<file path="config.mk">
export PLATFORM = sky130hd
export DESIGN_NAME = mem_lsu_flat
export DESIGN_NICKNAME = d
export VERILOG_FILES = /design/src/rtl/mem_lsu_if.sv /design/src/rtl/mem_lsu.sv /design/src/flat_wrapper.sv
export SDC_FILE = /design/constraint.sdc
export NUM_CORES = 1
export LEC_CHECK = 0
export ABC_CLOCK_PERIOD_IN_PS = 1600
export BUFFER_PORTS_ARGS = -buffer_cell sky130_fd_sc_hd__clkbuf_2
export CORE_ASPECT_RATIO = 1.5
export CORE_UTILIZATION = 38
export CTS_CLUSTER_SIZE = 28
export DETAILED_ROUTE_END_ITERATION = 16
export PLACE_DENSITY = 0.77
export REMOVE_ABC_BUFFERS = 1
export SLEW_MARGIN = 20
export SYNTH_ARGS = -nofsm -noshare
export SYNTH_HDL_FRONTEND = slang
export SYNTH_SLANG_ARGS = --single-unit
</file>
<file path="constraint.sdc">
create_clock -name clk -period 1.6 [get_ports clk]
set_input_delay 0.24 -clock clk [delete_from_list [all_inputs] [get_ports clk]]
set_output_delay 0.24 -clock clk [all_outputs]
set_load 0.01 [all_outputs]
</file>
<file path="src/rtl/mem_lsu_if.sv">
// Data-memory request/response bundle between the MEM-stage LSU (master) and data memory (slave).
interface mem_lsu_if #(
    parameter int ADDR_W = 32
);
    logic              dm_req;
    logic              dm_we;
    logic [ADDR_W-1:0] dm_addr;
    logic [3:0]        dm_be;
    logic [31:0]       dm_wdata;
    logic              dm_gnt;
    logic              dm_rvalid;
    logic [31:0]       dm_rdata;

    modport master (
        output dm_req, dm_we, dm_addr, dm_be, dm_wdata,
        input  dm_gnt, dm_rvalid, dm_rdata
    );
    modport slave (
        input  dm_req, dm_we, dm_addr, dm_be, dm_wdata,
        output dm_gnt, dm_rvalid, dm_rdata
    );
endinterface

</file>
<file path="src/rtl/mem_lsu.sv">
// MEM-stage load/store unit: issues data-memory accesses from EX/MEM controls and formats
// load results for MEM/WB. Optional misalignment trap enabled by LSU_MISALIGN_CHECK_EN.
module mem_lsu #(
    parameter int ADDR_W = 32,
    parameter int DATA_W = 32
) (
    input  logic        clk,
    input  logic        rst,
    input  logic [31:0] mem_wdata,
    input  logic [31:0] mem_wreg_data,
    input  logic [2:0]  mem_func3,
    input  logic        mem_memrd,
    input  logic        mem_memwr,
    input  logic        mem_mem2reg,
    input  logic        stall_me,
    mem_lsu_if.master   dm,
    output logic        stallreq_mem,
    output logic [31:0] wb_wdata,
    output logic        misalign
);
    generate
        if (DATA_W != 32 || ADDR_W < 2 || ADDR_W > 32) begin : g_bad_param
            $error("mem_lsu: DATA_W must be 32 and ADDR_W must be 2..32");
        end
    endgenerate

    typedef enum logic [1:0] {IDLE, REQ, WAIT_R, DONE} state_t;

    state_t            r_state;
    logic [31:0]       r_ld_q;
    logic [ADDR_W-1:0] w_a;
    logic              w_access, w_store, w_byte, w_half, w_mis;
    logic [3:0]        w_be;
    logic [31:0]       w_st_data, w_ld_data;
    logic [7:0]        w_rbyte;
    logic [15:0]       w_rhalf;

    assign w_a      = mem_wdata[ADDR_W-1:0];
    assign w_access = mem_memrd | mem_memwr;
    assign w_store  = mem_memwr;  // rd+wr together is illegal; it resolves as a store
    assign w_byte   = (mem_func3[1:0] == 2'b00);
    assign w_half   = (mem_func3[1:0] == 2'b01);

`ifdef LSU_MISALIGN_CHECK_EN
    assign w_mis = w_access & ((w_half & w_a[0]) | (~w_byte & ~w_half & (w_a[1:0] != 2'b00)));
`else
    assign w_mis = 1'b0;
`endif
    assign misalign = w_mis;

    always_comb begin
        w_be      = 4'b1111;
        w_st_data = mem_wreg_data;
        if (w_byte) begin
            w_be      = 4'b0001 << w_a[1:0];
            w_st_data = {4{mem_wreg_data[7:0]}};
        end else if (w_half) begin
            w_be      = w_a[1] ? 4'b1100 : 4'b0011;
            w_st_data = {2{mem_wreg_data[15:0]}};
        end
    end

    always_comb begin
        w_rbyte = dm.dm_rdata[7:0];
        case (w_a[1:0])
            2'd1:    w_rbyte = dm.dm_rdata[15:8];
            2'd2:    w_rbyte = dm.dm_rdata[23:16];
            2'd3:    w_rbyte = dm.dm_rdata[31:24];
            default: w_rbyte = dm.dm_rdata[7:0];
        endcase
        w_rhalf = w_a[1] ? dm.dm_rdata[31:16] : dm.dm_rdata[15:0];
        // func3[2] marks the unsigned variants (BU/HU)
        if (w_byte)      w_ld_data = {{24{~mem_func3[2] & w_rbyte[7]}}, w_rbyte};
        else if (w_half) w_ld_data = {{16{~mem_func3[2] & w_rhalf[15]}}, w_rhalf};
        else             w_ld_data = dm.dm_rdata;
    end

    assign dm.dm_req    = ((r_state == IDLE) & w_access & ~w_mis) | (r_state == REQ);
    assign dm.dm_we     = w_store;
    assign dm.dm_addr   = {w_a[ADDR_W-1:2], 2'b00};
    assign dm.dm_be     = w_store ? w_be : 4'b0000;
    assign dm.dm_wdata  = w_st_data;
    assign stallreq_mem = w_access & (r_state != DONE);
    assign wb_wdata     = mem_mem2reg ? r_ld_q : mem_wdata;

    // DONE holds until the pipeline moves, so a held instruction is never reissued
    always_ff @(posedge clk) begin
        if (rst) begin
            r_state <= IDLE;
            r_ld_q  <= '0;
        end else begin
            case (r_state)
                IDLE: if (w_access) begin
                    if (w_mis) begin
                        r_state <= DONE;
                        r_ld_q  <= '0;
                    end else if (dm.dm_gnt) begin
                        r_state <= w_store ? DONE : WAIT_R;
                    end else begin
                        r_state <= REQ;
                    end
                end
                REQ:    if (dm.dm_gnt) r_state <= w_store ? DONE : WAIT_R;
                WAIT_R: if (dm.dm_rvalid) begin
                    r_ld_q  <= w_ld_data;
                    r_state <= DONE;
                end
                DONE:   if (!stall_me) r_state <= IDLE;
                default: r_state <= IDLE;
            endcase
        end
    end
endmodule

</file>
<file path="src/flat_wrapper.sv">
// flat-port wrapper written by rule: the top's interface ports become plain ports
module mem_lsu_flat 
#(
    parameter int ADDR_W = 32,
    parameter int DATA_W = 32
)
  (clk, rst, mem_wdata, mem_wreg_data, mem_func3, mem_memrd, mem_memwr, mem_mem2reg, stall_me, stallreq_mem, wb_wdata, misalign, dm_dm_req, dm_dm_we, dm_dm_addr, dm_dm_be, dm_dm_wdata, dm_dm_gnt, dm_dm_rvalid, dm_dm_rdata);
  mem_lsu_if #(.ADDR_W(ADDR_W)) dm_i ();
  input  logic clk;
  input  logic rst;
  input  logic [31:0] mem_wdata;
  input  logic [31:0] mem_wreg_data;
  input  logic [2:0] mem_func3;
  input  logic mem_memrd;
  input  logic mem_memwr;
  input  logic mem_mem2reg;
  input  logic stall_me;
  output logic stallreq_mem;
  output logic [31:0] wb_wdata;
  output logic misalign;
  output wire logic [$bits(dm_i.dm_req)-1:0] dm_dm_req;
  output wire logic [$bits(dm_i.dm_we)-1:0] dm_dm_we;
  output wire logic [$bits(dm_i.dm_addr)-1:0] dm_dm_addr;
  output wire logic [$bits(dm_i.dm_be)-1:0] dm_dm_be;
  output wire logic [$bits(dm_i.dm_wdata)-1:0] dm_dm_wdata;
  input wire logic [$bits(dm_i.dm_gnt)-1:0] dm_dm_gnt;
  input wire logic [$bits(dm_i.dm_rvalid)-1:0] dm_dm_rvalid;
  input wire logic [$bits(dm_i.dm_rdata)-1:0] dm_dm_rdata;
  assign dm_dm_req = dm_i.dm_req;
  assign dm_dm_we = dm_i.dm_we;
  assign dm_dm_addr = dm_i.dm_addr;
  assign dm_dm_be = dm_i.dm_be;
  assign dm_dm_wdata = dm_i.dm_wdata;
  assign dm_i.dm_gnt = dm_dm_gnt;
  assign dm_i.dm_rvalid = dm_dm_rvalid;
  assign dm_i.dm_rdata = dm_dm_rdata;
  mem_lsu #(.ADDR_W(ADDR_W), .DATA_W(DATA_W)) u_core (.clk(clk), .rst(rst), .mem_wdata(mem_wdata), .mem_wreg_data(mem_wreg_data), .mem_func3(mem_func3), .mem_memrd(mem_memrd), .mem_memwr(mem_memwr), .mem_mem2reg(mem_mem2reg), .stall_me(stall_me), .dm(dm_i), .stallreq_mem(stallreq_mem), .wb_wdata(wb_wdata), .misalign(misalign));
endmodule
</file>
==> run_results.csv <==
group,metric,value,unit
global_route,grt_pass1_wl,14260,um
timing,worst_pin_slew,0.6139,ns
timing,slew_violations,0,
die,num_io_pins,211,
routing,wl_met2,5033,um
routing,wl_met3,677,um
routing,ant_nets,0,
die,num_rows,39,
yosys,yosys.cell_types.count,41,
routing,drt-met1-wl,3630,um
power_and_ir_drop,p_leak,2.095,nW
cells_and_area,final_nets,658,
setup_path,cp_slowest_cell,"a2111o_1",
setup_path,crit_arrival,1.82,ns
cells_and_area,post-route-cell-area,4210,um^2
yosys,postSynthAreaPerCell,8.190,um^2
power_and_ir_drop,power,4.219,mW
cells_and_area,multiInputGateArea,1944,um^2
clocking,htreeDepth,2,
timing,fin_crit_sh,1.015,
global_route,grt_max_degree,35,
min_path,hold_path_class,"in -> reg",
setup_path,crit_path_max_fanout,4,
setup_path,path_cells,"ha_2 -> and2_4 -> a2111o_1 -> or3_4 -> a21oi_2",
routing,top_layer_used,"met4",
setup_path,crit_type,"reg -> reg",
cells_and_area,diodes,0,
place,gp_congestion,0.8437,
timing,maxSlewHeadroom,0.5907,
routing,drc_errors,0,
die,start_util,0.3973,
yosys,synth_edf_count,0,
timing,rsz0062_at_grt,"yes",
cells_and_area,finish.utilization,0.5461,
die,die_h,112.0,um
min_path,hp-start,"dm_dm_rdata[31]",
routing,dr.pass1.iters,4,
global_route,grt-ovfl-total,0,
setup_path,critPathLaunchType,"register",
setup_path,cp.buffers_inverters,0,
power_and_ir_drop,pwr_density_cell,1002,nW/um^2
place,io_buffers,207,
yosys,dominantRegCellSynth,"dfxtp_1",
die,die_w,75.31,um
min_path,holdPathStages,3,
setup_path,end_kind,"register",
clocking,clock_path_buffers,2,
routing,drt-initial-drc-count,93,
yosys,ys_seq_area_frac,0.2222,
yosys,ys_ff_latch,34,
timing,setup_viol,1,
place,hpwl,7660,um
clocking,clock_latency,0.28,ns
die,core_region_area,7710,um^2
die,die_area,8431,um^2
clocking,cts.clk_slew.worst_paths,0.06,ns
routing,vias,3350,
yosys,ys_async_sr_fraction,0,
global_route,antenna_found_initial,0,
yosys,synth_top_area_share,0.2222,
timing,hold_viol_final,0,
setup_path,reg2reg_depth,5,
run_status,violations,"negative setup slack",
cells_and_area,fillers,728,
cells_and_area,instances_no_fill,650,
place,place_ws,-0.1642,ns
timing,setup_ws,-0.02442,ns
yosys,syn-cell-area,3063,um^2
timing,tns,-0.02442,ns
yosys,synth_area_leaders,"dfxtp_1 (22%), mux2_2 (17%), buf_4 (11%)",
clocking,cts_buffers,5,
place,dpl-instance-area,4023,um^2
min_path,min_to,"u_core.r_ld_q[31]",
cells_and_area,final-seq-area,685.7,um^2
clocking,cts_tree,"built",
timing,skew,0.004161,ns
run_status,outcome,"complete, but fails checks",
timing,hold_ws,0.2233,ns
yosys,synth_commonest_cells,"mux2_2 (46), buf_4 (43), nor2_1 (40)",
cells_and_area,drive_above_1_share,0.5785,
yosys,yosys_warnings,0,
cells_and_area,area_growth_syn_to_layout,37.46,%
routing,wirelength,9546,um
timing,finalCriticalPeriod,1.624,ns
yosys,yosys.area.top_type,"dfxtp_1",
global_route,grt_usage,0.2210,
place,place_inst,641,
routing,via_per_inst,5.154,
setup_path,cpPeakStageDelay,0.40,ns
setup_path,reg2reg_from,"u_core.r_state[0]",
yosys,synth_most_common_cell,"mux2_2",
yosys,postSynthCellCount,374,
setup_path,critPathTopFamily,"compound AO/OA/AOI/OAI gates",
power_and_ir_drop,vdd_ir_drop_max,0.5421,mV
run,drv_cap,0,
global_route,first_global_vias,3094,
setup_path,r2r-end,"u_core.r_state[0]",
routing,post_drt_wl_per_cell,14.69,um
setup_path,cp_data_required_time,1.80,ns
setup_path,r2r_slack,-0.02,ns
clocking,cts_root_buf,"clkbuf_16",
clocking,clkSinkCount,34,
clocking,ctsHoldBuffers,0,
timing,fmax,615.6,MHz
## cell families after synthesis
family                   synth area share
AO/OA/AOI/OAI                      0.2484
adder cells (fa/ha/maj)           0.01634
buffers and inverters              0.1520
flip-flops                         0.2222
multiplexers                       0.2247
other                            0.001224
AND/OR/NAND/NOR                    0.1352
## state kept, by name, summed over array words and instances (netlist names)
name,count
u_core.r_state,2
u_core.r_ld_q,32
## report_power, final
part           total, mW  internal [mW]  switching, mW
combinational       2.05           1.02           1.03
sequential          1.18           1.06          0.121
clock              0.990          0.616          0.374
## how the worst max path moves through the flow
stage	start	end	slack, ns	cells past startpoint
after floorplan	u_core.r_state[0]	u_core.r_state[0]	-0.1	6
after global placement	u_core.r_state[1]	u_core.r_state[0]	-0.07	6
after detailed placement	u_core.r_state[0]	u_core.r_state[0]	-0.16	6
after CTS	u_core.r_state[0]	u_core.r_state[0]	-0.01	6
after global routing	u_core.r_state[1]	u_core.r_state[0]	-0.08	6
final	u_core.r_state[0]	u_core.r_state[0]	-0.02	5
## placed cells by master, fill, tap and decap left out, types with 2 or more instances in the layout
cell type,count
buf_12,2
nand3_1,7
nand2b_1,2
o21a_1,2
nor2_1,40
o21ai_0,10
o21bai_1,8
nand2_1,30
a211oi_1,15
inv_2,3
a21o_1,8
a22o_1,7
buf_4,26
dfxtp_1,32
a31oi_1,7
clkbuf_2,207
a22oi_1,8
nor2b_1,6
mux2i_1,17
mux2_2,46
clkbuf_16,5
conb_1,3
o211ai_1,7
a211oi_2,10
a21oi_2,3
ha_2,3
a21oi_1,10
inv_1,2
## final cells by class
type / count / area share
Clock inverter: 2 / 0.002972
Multi-Input combinational cell: 265 / 0.4618
Inverter: 5 / 0.004458
Sequential cell: 34 / 0.1629
Tap cell: 102 / 0.03031
Timing Repair Buffer: 236 / 0.3046
Clock buffer: 6 / 0.03299
## tightest hold or removal path: stages
cell and delay (ns):
clkbuf_2 0.10, nand2_1 0.06, a211oi_1 0.05
## layer usage
layer  global-route usage  vias up
met2               0.4048      179
met4               0.1037        0
met5                    0        -
li1                     -     1641
met1               0.2329     1515
met3              0.03891       15
## repair_timing
| item | CTS | global route |
|---|---|---|
| pin swaps | 3 | 0 |
| setup endpoints to repair | 3 | 3 |
| gates resized for setup | 10 | 4 |
| setup buffers | 1 | 0 |
Power figures use the tool's default switching activity.
